`config.mk`:
```
export PLATFORM = sky130hd
export DESIGN_NAME = ws2812_frame_streamer
export DESIGN_NICKNAME = d
export VERILOG_FILES = /design/src/rtl/ws2812_frame_streamer.sv
export SDC_FILE = /design/constraint.sdc
export NUM_CORES = 1
export LEC_CHECK = 0
export ABC_AREA = 1
export CAP_MARGIN = 30
export CORE_AREA = 10 10 97 99
export CTS_CLUSTER_SIZE = 16
export DETAILED_ROUTE_END_ITERATION = 8
export DIE_AREA = 0 0 107 109
export HOLD_SLACK_MARGIN = 0.05
export MAX_ROUTING_LAYER = met4
export PLACE_DENSITY = 0.75
export SYNTH_ARGS = -nofsm -noshare
export SYNTH_HDL_FRONTEND = slang
export SYNTH_SLANG_ARGS = --single-unit
export TNS_END_PERCENT = 20
```
`constraint.sdc`:
```
create_clock -name clk -period 1.7 [get_ports clk]
set_input_delay 0.34 -clock clk [delete_from_list [all_inputs] [get_ports clk]]
set_output_delay 0.34 -clock clk [all_outputs]
set_load 0.03 [all_outputs]
```
`src/rtl/ws2812_frame_streamer.sv`:
```
`default_nettype none
// ============================================================================
// Module   : ws2812_frame_streamer
// Summary  : Streams GRB bytes from the frame buffer's read port onto a WS2812
//            data line, MSB first, then holds the latch gap and pulses
//            frame_done.
// Revision : 1.0
// ============================================================================
module ws2812_frame_streamer #(
    parameter int NUM_LEDS     = 160,
    parameter int NUM_CHANNELS = 3,
    parameter int ADDR_WIDTH   = 13,
    parameter int BASE_ADDR    = 0,
    parameter int T_TOTAL      = 70,
    parameter int T0H          = 20,
    parameter int T1H          = 50,
    parameter int T_RESET      = 50000
) (
    input  logic                  clk,
    input  logic                  rst,
    input  logic                  enable,
    output logic [ADDR_WIDTH-1:0] mem_addr,
    input  logic [7:0]            mem_rdata,
    output logic                  strip_do,
    output logic                  busy,
    output logic                  frame_done
);

    localparam int c_TOTAL_BYTES = NUM_LEDS * NUM_CHANNELS;
    localparam int c_PULSE_W     = $clog2(T_TOTAL);
    localparam int c_BYTE_W      = (c_TOTAL_BYTES > 1) ? $clog2(c_TOTAL_BYTES) : 1;
    localparam int c_GAP_W       = (T_RESET > 1) ? $clog2(T_RESET) : 1;

    localparam logic [c_PULSE_W-1:0]  c_PULSE_LAST  = c_PULSE_W'(T_TOTAL - 1);
    localparam logic [c_PULSE_W-1:0]  c_PULSE_FETCH = c_PULSE_W'(2);
    localparam logic [c_PULSE_W-1:0]  c_HIGH_0      = c_PULSE_W'(T0H);
    localparam logic [c_PULSE_W-1:0]  c_HIGH_1      = c_PULSE_W'(T1H);
    localparam logic [c_BYTE_W-1:0]   c_BYTE_LAST   = c_BYTE_W'(c_TOTAL_BYTES - 1);
    localparam logic [c_GAP_W-1:0]    c_GAP_LAST    = c_GAP_W'(T_RESET - 1);
    localparam logic [c_GAP_W-1:0]    c_GAP_PENULT  = c_GAP_W'(T_RESET - 2);
    localparam logic                  c_DONE_ENTRY  = (T_RESET == 1);
    localparam logic [ADDR_WIDTH-1:0] c_BASE        = ADDR_WIDTH'(BASE_ADDR);

    localparam logic [2:0] c_ST_IDLE  = 3'd0;
    localparam logic [2:0] c_ST_FETCH = 3'd1;
    localparam logic [2:0] c_ST_LOAD  = 3'd2;
    localparam logic [2:0] c_ST_SEND  = 3'd3;
    localparam logic [2:0] c_ST_LATCH = 3'd4;

    logic [2:0]            r_state;
    logic [c_PULSE_W-1:0]  r_pulse_cnt;
    logic [2:0]            r_bit_cnt;
    logic [c_BYTE_W-1:0]   r_byte_cnt;
    logic [c_GAP_W-1:0]    r_gap_cnt;
    logic [7:0]            r_shift;
    logic [7:0]            r_next_byte;
    logic [ADDR_WIDTH-1:0] r_mem_addr;
    logic                  r_strip_do;
    logic                  r_busy;
    logic                  r_frame_done;

    logic [c_PULSE_W-1:0]  w_high_len;

    assign w_high_len = r_shift[7] ? c_HIGH_1 : c_HIGH_0;

    always_ff @(posedge clk) begin
        if (rst) begin
            r_state      <= c_ST_IDLE;
            r_pulse_cnt  <= '0;
            r_bit_cnt    <= '0;
            r_byte_cnt   <= '0;
            r_gap_cnt    <= '0;
            r_shift      <= '0;
            r_next_byte  <= '0;
            r_mem_addr   <= c_BASE;
            r_strip_do   <= 1'b0;
            r_busy       <= 1'b0;
            r_frame_done <= 1'b0;
        end else begin
            r_strip_do   <= 1'b0;
            r_frame_done <= 1'b0;
            case (r_state)
                c_ST_IDLE: begin
                    if (enable) begin
                        r_mem_addr <= c_BASE;
                        r_state    <= c_ST_FETCH;
                        r_busy     <= 1'b1;
                    end
                end
                c_ST_FETCH: begin
                    r_state <= c_ST_LOAD;
                end
                c_ST_LOAD: begin
                    r_shift     <= mem_rdata;
                    r_mem_addr  <= c_BASE + ADDR_WIDTH'(1);
                    r_bit_cnt   <= '0;
                    r_pulse_cnt <= '0;
                    r_byte_cnt  <= '0;
                    r_state     <= c_ST_SEND;
                end
                c_ST_SEND: begin
                    r_strip_do <= (r_pulse_cnt < w_high_len);
                    // Next byte's address was issued at the previous byte boundary,
                    // so read data is settled by pulse 2 of bit 0.
                    if ((r_pulse_cnt == c_PULSE_FETCH) && (r_bit_cnt == 3'd0)) begin
                        r_next_byte <= mem_rdata;
                    end
                    if (r_pulse_cnt == c_PULSE_LAST) begin
                        r_pulse_cnt <= '0;
                        if (r_bit_cnt != 3'd7) begin
                            r_shift   <= {r_shift[6:0], 1'b0};
                            r_bit_cnt <= r_bit_cnt + 3'd1;
                        end else if (r_byte_cnt != c_BYTE_LAST) begin
                            r_shift    <= r_next_byte;
                            r_bit_cnt  <= 3'd0;
                            r_byte_cnt <= r_byte_cnt + c_BYTE_W'(1);
                            r_mem_addr <= c_BASE + ADDR_WIDTH'(r_byte_cnt) + ADDR_WIDTH'(2);
                        end else begin
                            r_state      <= c_ST_LATCH;
                            r_gap_cnt    <= '0;
                            r_frame_done <= c_DONE_ENTRY;
                        end
                    end else begin
                        r_pulse_cnt <= r_pulse_cnt + c_PULSE_W'(1);
                    end
                end
                c_ST_LATCH: begin
                    // frame_done is raised one edge early so it lands in the final gap cycle.
                    if (r_gap_cnt == c_GAP_LAST) begin
                        r_state   <= c_ST_IDLE;
                        r_busy    <= 1'b0;
                        r_gap_cnt <= '0;
                    end else begin
                        r_gap_cnt    <= r_gap_cnt + c_GAP_W'(1);
                        r_frame_done <= (r_gap_cnt == c_GAP_PENULT);
                    end
                end
                default: begin
                    r_state <= c_ST_IDLE;
                    r_busy  <= 1'b0;
                end
            endcase
        end
    end

    assign mem_addr   = r_mem_addr;
    assign strip_do   = r_strip_do;
    assign busy       = r_busy;
    assign frame_done = r_frame_done;

endmodule
`default_nettype wire
```
Yosys cells after proc, flatten, opt, wreduce, memory -nomap -nowiden
Index checks and enable logic that the tools add are counted.

storage, ports and cells
  bits of input ports = 11
  latch bits = 0
  bits in registers = 70
  memories = 0
  ROM bits = 0
  RAM bits = 0
  word-level logic and storage cells = 87

cells by class
  eq/ne operators = 17
  reductions and logical operators = 16
  bitwise gates (word level) = 3
  shifts and indexed selects = 0
  $mul = 0
  add/sub/neg operators = 5
  mux-type cells = 34
  order comparisons = 1
  div/mod/pow operators = 0

operators with widths
  kind                                                 count
  two-way mux 16 bit                                   4
  two-way mux 13 bit                                   4
  case mux 13 bit (3 select lines)                     1
  equality test 16 bit, second input constant          2
  case mux 16 bit (2 select lines)                     1
  two-way mux 9 bit                                    3
  two-way mux 3 bit                                    8
  two-way mux 8 bit                                    3
  case mux 9 bit (2 select lines)                      1
  adder 16 x 1 -> 16 bit, second input constant        1
  case mux 8 bit (2 select lines)                      1
  case mux 3 bit (5 select lines)                      1
  case mux 7 bit (2 select lines)                      1
  inequality test 2 bit, second input constant         6
  adder 9 x 2 -> 10 bit, second input constant         1
  AND reduction 5 bit                                  2
  adder 9 x 1 -> 9 bit, second input constant          1
  inequality test 9 bit, second input constant         1
  AND reduction 4 bit                                  2
  adder 7 x 1 -> 7 bit, second input constant          1
  equality test 7 x 2 -> 1 bit, second input constant  1
  equality test 7 bit, second input constant           1
  < comparator 7 x 6 -> 1 bit                          1
  two-way mux 7 bit                                    1
  other kinds (18)                                     27

Longest topological paths before layout
Gate-level depths: netlist (run 1).

  depth after elaboration = 5
  depth in mapped cells = 12
  depth with buffers taken out = 11

Worst setup path before layout (run 1)
OpenSTA, ideal clock, no wires.

  kind = register to register
  from = register r_bit_cnt[0]
  to = register r_gap_cnt[4]
  setup time = 0.070 ns
  arrival = 1.592 ns
  data required time = 1.630 ns
  path slack = 0.038 ns
  stages on the path, launching flop included = 10
  cell sequence = dfxtp_1 ha_1 ha_1 buf_2 inv_2 nand2_2 nand4_2 buf_2 nand2_1 a21oi_1

on the way
  word-level cells in the longest chain between the ends = 3

ends and longest elaborated chain
  what                             line  source
  from (decl)                      52    logic [2:0] r_bit_cnt;
  from (signal assigned)           112   r_bit_cnt <= r_bit_cnt + 3'd1;
  inequality test 3 bit            110   if (r_bit_cnt != 3'd7) begin
  inequality test 2 bit (no line)  --
  AND reduction 4 bit (no line)    --
  to (signal assigned)             134   r_gap_cnt <= r_gap_cnt + c_GAP_W'(1);
  to (decl)                        54    logic [c_GAP_W-1:0] r_gap_cnt;

No other way between the ends.
A chain may end at the register's enable or synchronous reset.

Final worst setup path (run 1)
  from = register r_strip_do, in the netlist strip_do
  to = output strip_do

RTL lines
  what                    line  source
  from (decl)             58    logic r_strip_do;
  from (signal assigned)  102   r_strip_do <= (r_pulse_cnt < w_high_len);
  to (decl)               24    output logic strip_do,

No word-level cell between the ends.

==> results of run 1 <==
==> worst min-delay path: cells and delay by family, from the launching register on <==
family	cells	cell delay [ns]
AND/OR/NAND/NOR	1	0.06
AO/OA/AOI/OAI	1	0.05
flip-flops	1	0.31
==> placed cells by master (no fill, tap or decap), types with 2 or more instances in the layout <==
cell	instances
nor2_1	84
nand3_1	46
o31ai_1	6
o21ai_0	19
dfxtp_1	63
nand4_4	3
nand3_2	3
clkdlybuf4s50_1	11
clkinv_2	3
inv_2	3
a31oi_1	4
buf_4	47
and3_1	2
o211ai_1	3
clkbuf_1	2
nand2_4	4
dlygate4sd2_1	12
dfxtp_2	4
nor3_1	9
nand2_1	153
a21oi_1	46
nor2_2	12
buf_12	2
clkbuf_8	9
inv_1	63
nor2_4	3
nand2_2	4
o22ai_1	3
conb_1	3
ha_1	11
nand4_1	17
==> layout make-up <==
| cell class | instances | share of cell area |
|---|---|---|
| multi-input combinational | 447 | 0.472 |
| sequential | 67 | 0.279 |
| timing repair buffer | 73 | 0.129 |
| inverter | 69 | 0.0553 |
| clock buffer | 11 | 0.0273 |
| tap | 102 | 0.0265 |
| clock inverter | 5 | 0.0112 |
==> per-stage QoR <==
stage / setup TNS (ns) / cells / setup WS, ns / hold WS (ns) / utilization
2_1_floorplan: 0 / 606 / 0.0380 / 0.440 / -
3_3_place_gp: -0.178 / 750 / -0.0541 / 0.455 / 0.599
3_5_place_dp: -0.349 / 750 / -0.0607 / 0.456 / 0.599
4_1_cts: 0 / 766 / 0.0172 / 0.467 / 0.622
5_1_grt: -0.00371 / 774 / -0.00371 / 0.479 / 0.640
6_report: 0 / 774 / 0.0403 / 0.468 / 0.640
==> routing by layer <==
layer / vias to the layer above / share of wire / track usage
met5: - / 0 / -
met4: 0 / 0.016 / 0.0513
met3: 15 / 0.055 / 0.0448
met2: 114 / 0.49 / 0.304
met1: 1838 / 0.43 / 0.196
li1: 2089 / - / -
==> path summary, 6_finish.rpt <==
path                 endpoint  slack [ns]    startpoint  cells past startpoint
setup / recovery     strip_do        0.04      strip_do                      1
hold / removal    mem_addr[2]        0.47   mem_addr[2]                      2
setup reg to reg   r_shift[6]        0.08  r_bit_cnt[0]                      8
hold reg to reg   mem_addr[2]        0.47   mem_addr[2]                      2
==> power by group through the flow <==
stage          combinational (mW)  sequential, mW  clock (mW)
3_5_place_dp                 2.15            1.94           0
2_1_floorplan                1.28            2.07           0
5_1_grt                      2.54            1.94        1.39
3_3_place_gp                 2.10            1.93           0
6_report                     2.29            1.91        1.29
4_1_cts                      2.13            1.90        1.32
==> what timing repair did <==
action / CTS / global route
buffers inserted: 0 / 7
gates resized for setup: 12 / 19
pin swaps: 0 / 5
cloned: 0 / 1
setup endpoints to repair: 12 / 47
==> flip-flops by register name, summed over array words and instances, names as in the netlist <==
register,count
r_gap_cnt,16
mem_addr,10
r_byte_cnt,9
r_next_byte,8
r_shift,8
r_pulse_cnt,7
r_bit_cnt,3
r_state,3
busy,1
frame_done,1
strip_do,1
==> cells by family after synthesis <==
group,Yosys count
other,1
XOR/XNOR,2
buffers and inverters,93
AO/OA/AOI/OAI,84
flip-flops,67
AND/OR/NAND/NOR,345
adder cells (fa/ha/maj),12
==> out/qor.csv, run 1 <==
metric;value;unit
multi_input_area;2270;sq um
vdd_drop_max;589;uV
p_leak;2.06;nW
synth_top_family_by_area;simple AND/OR/NAND/NOR gates;
critPathMaxFanout;1;
synthAdderAreaFrac;0.0380;
syn2layout_area_growth;22.1;%
cts_hold_buffers;0;
ys_top_cells_by_count;155 x nand2_1, 86 x nor2_1, 67 x dfxtp_1;
synth_top_area_share;0.340;
grt_max_degree;27;
grt_use_total;0.176;
setup_viol;0;
dieWidth;107;um
dp_hpwl;7330;um
wl_per_cell;12.9;um
synthCells;604;
critPathBufInv;1;
fmax;603;MHz
drive_gt1_frac;0.162;
yosys.area.top_type;dfxtp_1;
synth_flop_cell;dfxtp_1;
io_buffers;23;
via_per_inst;5.24;
n_fill_cell;690;
total_power;5.49;mW
antenna_left;0;
synth_area_leaders;dfxtp_1 34%, nand2_1 15%, nor2_1 8.2%;
critPathTopFamily;buffers and inverters;
synth.most_common_cell;nand2_1;
drv_cap;0;
p_sw;2.14;mW
synthXorXnorAreaFrac;0.00444;
cts_made_buffers;9;
core;7530;sq um
die-area;11700;sq um
critPathKind;reg -> out;
sw_frac_of_total;0.390;
num_io_pins;27;
finalHoldViolations;0;
stdcell_area;4820;sq um
synth_cell_types;40;
cp_slowest_cell;clkdlybuf4s50_1;
syn_area;3950;sq um
seqCellArea;1350;sq um
layout.nets;690;
cts_sinks;67;
drt-pass1-iter-count;6;
grt_pass1_wl;16600;um
synth_compound_area_frac;0.117;
overflow;0;
max_stage_delay;0.67;ns
insertedDiodeCount;0;
fin_skew;0.00866;ns
rows;32;
synth_edf_count;0;
fp.dieH;109;um
required;1.36;ns
drc;0;
gp_congestion;0.935;
crit_arrival;1.32;ns
cts_buffer_depth;2;
maxSlewViolCount;0;
grt_pass1_vias;3754;
cts-root-buf;clkbuf_8;
p_int;3.35;mW
start_kind;flop;
synth-seq-area-share;0.340;
cts_tree;built;
synth-simple-area-share;0.399;
outcome;complete, no violations;
period_share;0.976;
start_util;0.524;
period_needed;1.66;ns
power.density;1140;nW/um^2
async_flop_share;0;
p_comb_frac;0.417;
clk_pin_slew;0.07;ns
ys_ff_latch;67;
muxShareOfSynthArea;0;
vias;4056;
pwr-share-seq;0.348;
crit_chain;clkdlybuf4s50_1;
setup.worst_path.end_class;primary output;
hold_class;reg -> reg;
antenna_found_initial;0;
wirelength;10000;um
drt_iter0_markers;167;
clock_latency;0.35;ns
place_area;4510;sq um
avgSynthCellArea;6.53;sq um
ctsHtreeMaxLevel;3;
yosysWarnings;0;
p_clk_frac;0.235;
Power figures use the tool's default switching activity.
==> run 2: changes to the inputs <==
CORE_AREA = 10 10 111 113   (was 10 10 97 99)
DIE_AREA = 0 0 121 123   (was 0 0 107 109)
PLACE_DENSITY = default   (was 0.75)
SLEW_MARGIN = 0   (was default)
==> run 2 against run 1 <==
Compared with the run above:
- global-route usage fell by 2.9 points
- flip-flop and latch count unchanged
- sequential power barely moved
- count of clock-buffer cells in the layout down 2
- non-clock buffer count is 8 lower
- register-to-register slack is essentially flat
- die area rose by 28%
- largest cell class unchanged
- largest power group unchanged
==> out/qor.csv, run 2 (synthesis results as in run 1) <==
metric;value;unit;change
dp_hpwl;7470;um;+2.0%
vdd_drop_max;549;uV;-6.8%
vias;3989;;-1.7%
layout.nets;681;;-1.3%
drive_gt1_frac;0.146;;-0.0159
clk_pin_slew;0.08;ns;about the same
wirelength;10200;um;+1.5%
antenna_found_initial;0;;unchanged
cts_hold_buffers;0;;unchanged
n_fill_cell;1035;;+50%
drt_iter0_markers;292;;+75%
antenna_left;0;;unchanged
cts_sinks;67;;unchanged
drc;0;;unchanged
insertedDiodeCount;0;;unchanged
critPathMaxFanout;16;;+15
fin_skew;0.0105;ns;+0.00182 ns
die-area;14900;sq um;+28%
grt_use_total;0.147;;-0.0289
io_buffers;23;;unchanged
drv_cap;0;;unchanged
layout_commonest_cell;nand2_1;;
start_util;0.389;;-0.135
rr_startpoint;r_pulse_cnt[0];;
start_kind;flop;;
worstHoldStart;r_shift[3];;
top_register;r_gap_cnt;;
postCtsSetupRepairBufs;0;;unchanged
cts-root-buf;clkbuf_8;;
fmax;620;MHz;+2.8%
cts_made_buffers;9;;unchanged
via_per_inst;4.99;;-4.7%
tns;0;ns;unchanged
hold_class;reg -> reg;;
largest_reg_flops;16;;unchanged
dieWidth;121;um;+13%
clock_latency;0.36;ns;about the same
core;10100;sq um;+35%
drt-pass1-iter-count;5;;-1
num_io_pins;27;;unchanged
gp_congestion;0.889;;-4.9%
rsz0062_at_grt;yes;;
critPathKind;reg -> reg;;
outcome;complete, no violations;;
period_needed;1.61;ns;-0.0456 ns
overflow;0;;unchanged
ctsHtreeMaxLevel;3;;unchanged
cp_slowest_cell;dfxtp_1;;
setup.worst_path.end_class;flop;;
rows;37;;+16%
required;1.95;ns;+0.59 ns
cts_tree;built;;
crit_arrival;1.87;ns;+0.55 ns
grt_max_degree;25;;-7.4%
cts_buffer_depth;2;;unchanged
crit_chain;ha_1 -> nand2_1 -> inv_1 -> nand3_2 -> nand2_2 -> nand4_2 -> buf_12 -> o21ai_0 -> nor2_1;;
p_leak;2.07;nW;+0.20%
final_core_util;0.473;;-0.167
syn2layout_area_growth;21.6;%;
max_stage_delay;0.38;ns;-0.29 ns
grt_pass1_wl;17700;um;+6.6%
fp.dieH;123;um;+13%
setup_viol;0;;unchanged
period_share;0.949;;-0.0268
crit_start;r_pulse_cnt[0];;
grt_pass1_vias;3760;;+0.16%
layout_common_cells;154 x nand2_1, 83 x nor2_1, 66 x dfxtp_1;;
power.density;1150;nW/um^2;+0.69%
maxSlewViolCount;0;;unchanged
finalHoldViolations;0;;unchanged
wl_per_cell;12.7;um;-1.7%
run 2: changes by cell type in the layout (fill, tap and decap cells not counted), moves of 3 or more:
cell | before | now
dfxtp_2 | 4 | 1
buf_4 | 47 | 38
nand2_4 | 4 | 1
dfxtp_1 | 63 | 66
run 2: per-layer routing:
layer  GRT usage  routed length, um  vias up
li1            -                  -     2056
met1       0.172               4630     1832
met2       0.249               5060       83
met3      0.0269                328       18
met4      0.0483                142        0
met5           -                  0        -
run 2: worst max-delay path, delay by kind of cell (launching register included):
kind | cells | cell delay [ns]
AND/OR/NAND/NOR | 5 | 0.56
flip-flops | 1 | 0.38
buffers and inverters | 2 | 0.25
adder cells (fa/ha/maj) | 1 | 0.17
AO/OA/AOI/OAI | 1 | 0.14
run 2: power breakdown:
part | switching, mW | internal [mW]
Clock | 0.702 | 0.836
Sequential | 0.128 | 1.77
Combinational | 1.30 | 0.768
Total | 2.13 | 3.38
run 2: layout make-up:
cell class	count	area, sq um	share of cell area
inverter	69	259	0.0540
tap	136	170	0.0355
sequential	67	1340	0.280
clock inverter	7	98.8	0.0206
timing repair buffer	65	578	0.120
clock buffer	9	124	0.0258
multi-input combinational	446	2230	0.464
run 2: worst paths after layout:
| kind | to | slack [ns] | depth (start not counted) |
|---|---|---|---|
| min | r_shift[3] | 0.47 | 2 |
| min reg2reg | r_shift[3] | 0.47 | 2 |
| max reg2reg | r_gap_cnt[0] | 0.09 | 9 |
| max | r_gap_cnt[0] | 0.09 | 9 |
run 2: repair_timing:
action                                  in CTS  in global routing
endpoints found under the setup margin      11                 19
pin swaps                                    0                  1
gates resized for setup                     11                  8
run 2: metrics by stage:
step	cells	power [mW]	hold WS (ns)	area, sq um	worst slack, ns
6_report	799	5.51	0.471	4800	0.0859
5_1_grt	799	5.88	0.490	4800	-0.0213
4_1_cts	799	5.54	0.470	4780	0.0153
3_5_place_dp	783	4.06	0.454	4570	0.0228
3_3_place_gp	783	4.01	0.453	4570	0.0393
2_1_floorplan	606	3.35	0.440	3950	0.0380
==> patch: new RTL, config.mk and constraints of run 2 <==
Set the parameter `T0H` to 15 (it was 20).
--- a/src/rtl/ws2812_frame_streamer.sv
+++ b/src/rtl/ws2812_frame_streamer.sv
@@ -12,7 +12,7 @@
     parameter int ADDR_WIDTH   = 13,
     parameter int BASE_ADDR    = 0,
     parameter int T_TOTAL      = 70,
-    parameter int T0H          = 20,
+    parameter int T0H          = 15,
     parameter int T1H          = 50,
     parameter int T_RESET      = 50000
 ) (
Formal check against the unedited RTL: no difference found for any inputs over 10 cycles, from zero or initial values and one cycle with rst high; that may be too few to reach the edited logic, so the function may still have changed.
==> patch against run 2 <==
Synthesized area increased by 0.79%; cell count down 2.4%; design area shrank 0.16%; wire length fell by 4.2%; power grew 1.5%; sequential share of layout area grew 0.070 points; setup slack worse by 26 ps; maximum frequency down 1.6%; sequential cell count unchanged; largest power group unchanged.
==> patch: results (changes against run 2) <==
stage;metric;value;unit;change
status;status;completed;;unchanged
place;place_area;0.00454;mm²;was 0.00457 mm²
setup_path;reg2reg_depth;11;;was 9
route;wl;9.74;mm;was 10.2 mm
synth;yosysUniqueCellTypes;44;;was 40
route;wl_per_cell;12.5;µm;was 12.7 µm
timing;clock-skew-final;9.73;ps;was 10.5 ps
global_route;grt_pass1_vias;3588;;was 3,760
place;dp.cells;763;;was 783
hold_path;min_from;mem_addr[2];;was r_shift[3]
place;finalWeightedCongestion;0.906;;was 0.889
setup_path;critPathMaxFanout;1;;was 16
setup_path;max_stage_delay;660;ps;was 380 ps
finish;final_nets;664;;was 681
synth;synth_area_leaders;dfxtp_1 (34%), nand2_1 (13%), nor2_1 (9.3%);;was dfxtp_1 (34%), nand2_1 (15%), nor2_1 (8.2%)
setup_path;arrival;1300;ps;was 1870 ps
setup_path;slowest_stage;clkdlybuf4s50_1;;was dfxtp_1
route;met2_length;4.74;mm;was 5.06 mm
setup_path;r2r_end;r_byte_cnt[0];;was r_gap_cnt[0]
route;vias;3840;;was 3,989
synth;yosysSeqAreaShare;33.7;%;was 34.0%
global_route;grt_pass1_wl;16.6;mm;was 17.7 mm
place;hpwlAfterDp;7.33;mm;was 7.47 mm
power;p_leak;0.00208;µW;was 0.00207 µW
power;ir_worst_vdd;622;µV;was 549 µV
finish;drive_above_1_share;17.9;%;was 14.6%
setup_path;crit_family;buffers and inverters;;was simple AND/OR/NAND/NOR gates
route;met1Wirelength;4.53;mm;was 4.63 mm
## patch: layer usage
metal	GRT usage [%]	up-vias
met4	5.51	0
met5	-	-
met1	16.6	1763
met2	22.6	68
li1	-	1999
met3	2.60	10
## patch: how the worst max path moves through the flow
| stage | startpoint | slack, ps | cells past startpoint | to |
|---|---|---|---|---|
| 2_1_floorplan | r_bit_cnt[0] | 110 | 8 | r_bit_cnt[1] |
| 3_3_place_gp | enable | 9 | 8 | r_byte_cnt[0] |
| 3_5_place_dp | enable | 2 | 8 | r_byte_cnt[0] |
| 4_1_cts | frame_done | 5 | 1 | frame_done |
| 5_1_grt | r_byte_cnt[0] | -20 | 11 | r_shift[5] |
| 6_report | strip_do | 60 | 1 | strip_do |
## patch: kinds of logic (layout without fill, tap and decap cells)
kind of cell,Yosys count,after routing,synth area share (%)
other,1,3,0.0943
buffers and inverters,87,143,9.66
xor gates and xnor gates,3,3,0.661
and+or+nand+nor,323,323,37.1
AOI/OAI and AO/OA,91,91,14.3
DFF,67,67,33.7
adders and majority gates,14,14,4.40
## patch: repair_timing
item	4_1_cts	5_1_grt
cloned	0	0
buffers inserted	0	1
pin swaps	0	3
resized for setup	11	10
endpoints found under the setup margin	11	36
## patch: final cells by class
cell class,instances,share of cell area (%)
Timing Repair Buffer,59,10.6
Tap cell,136,3.55
Clock inverter,4,1.51
Clock buffer,12,3.24
Sequential cell,67,28.0
Inverter,68,5.48
Multi-Input combinational cell,434,47.6
## patch: power by group through the flow
stage / Combinational, µW / Sequential, µW / Clock (µW)
final: 2110 / 1940 / 1530
after global routing: 2370 / 1970 / 1640
after CTS: 2090 / 1940 / 1570
after detailed placement: 2120 / 1980 / 0
after global placement: 2090 / 1970 / 0
after floorplan: 1410 / 2080 / 0
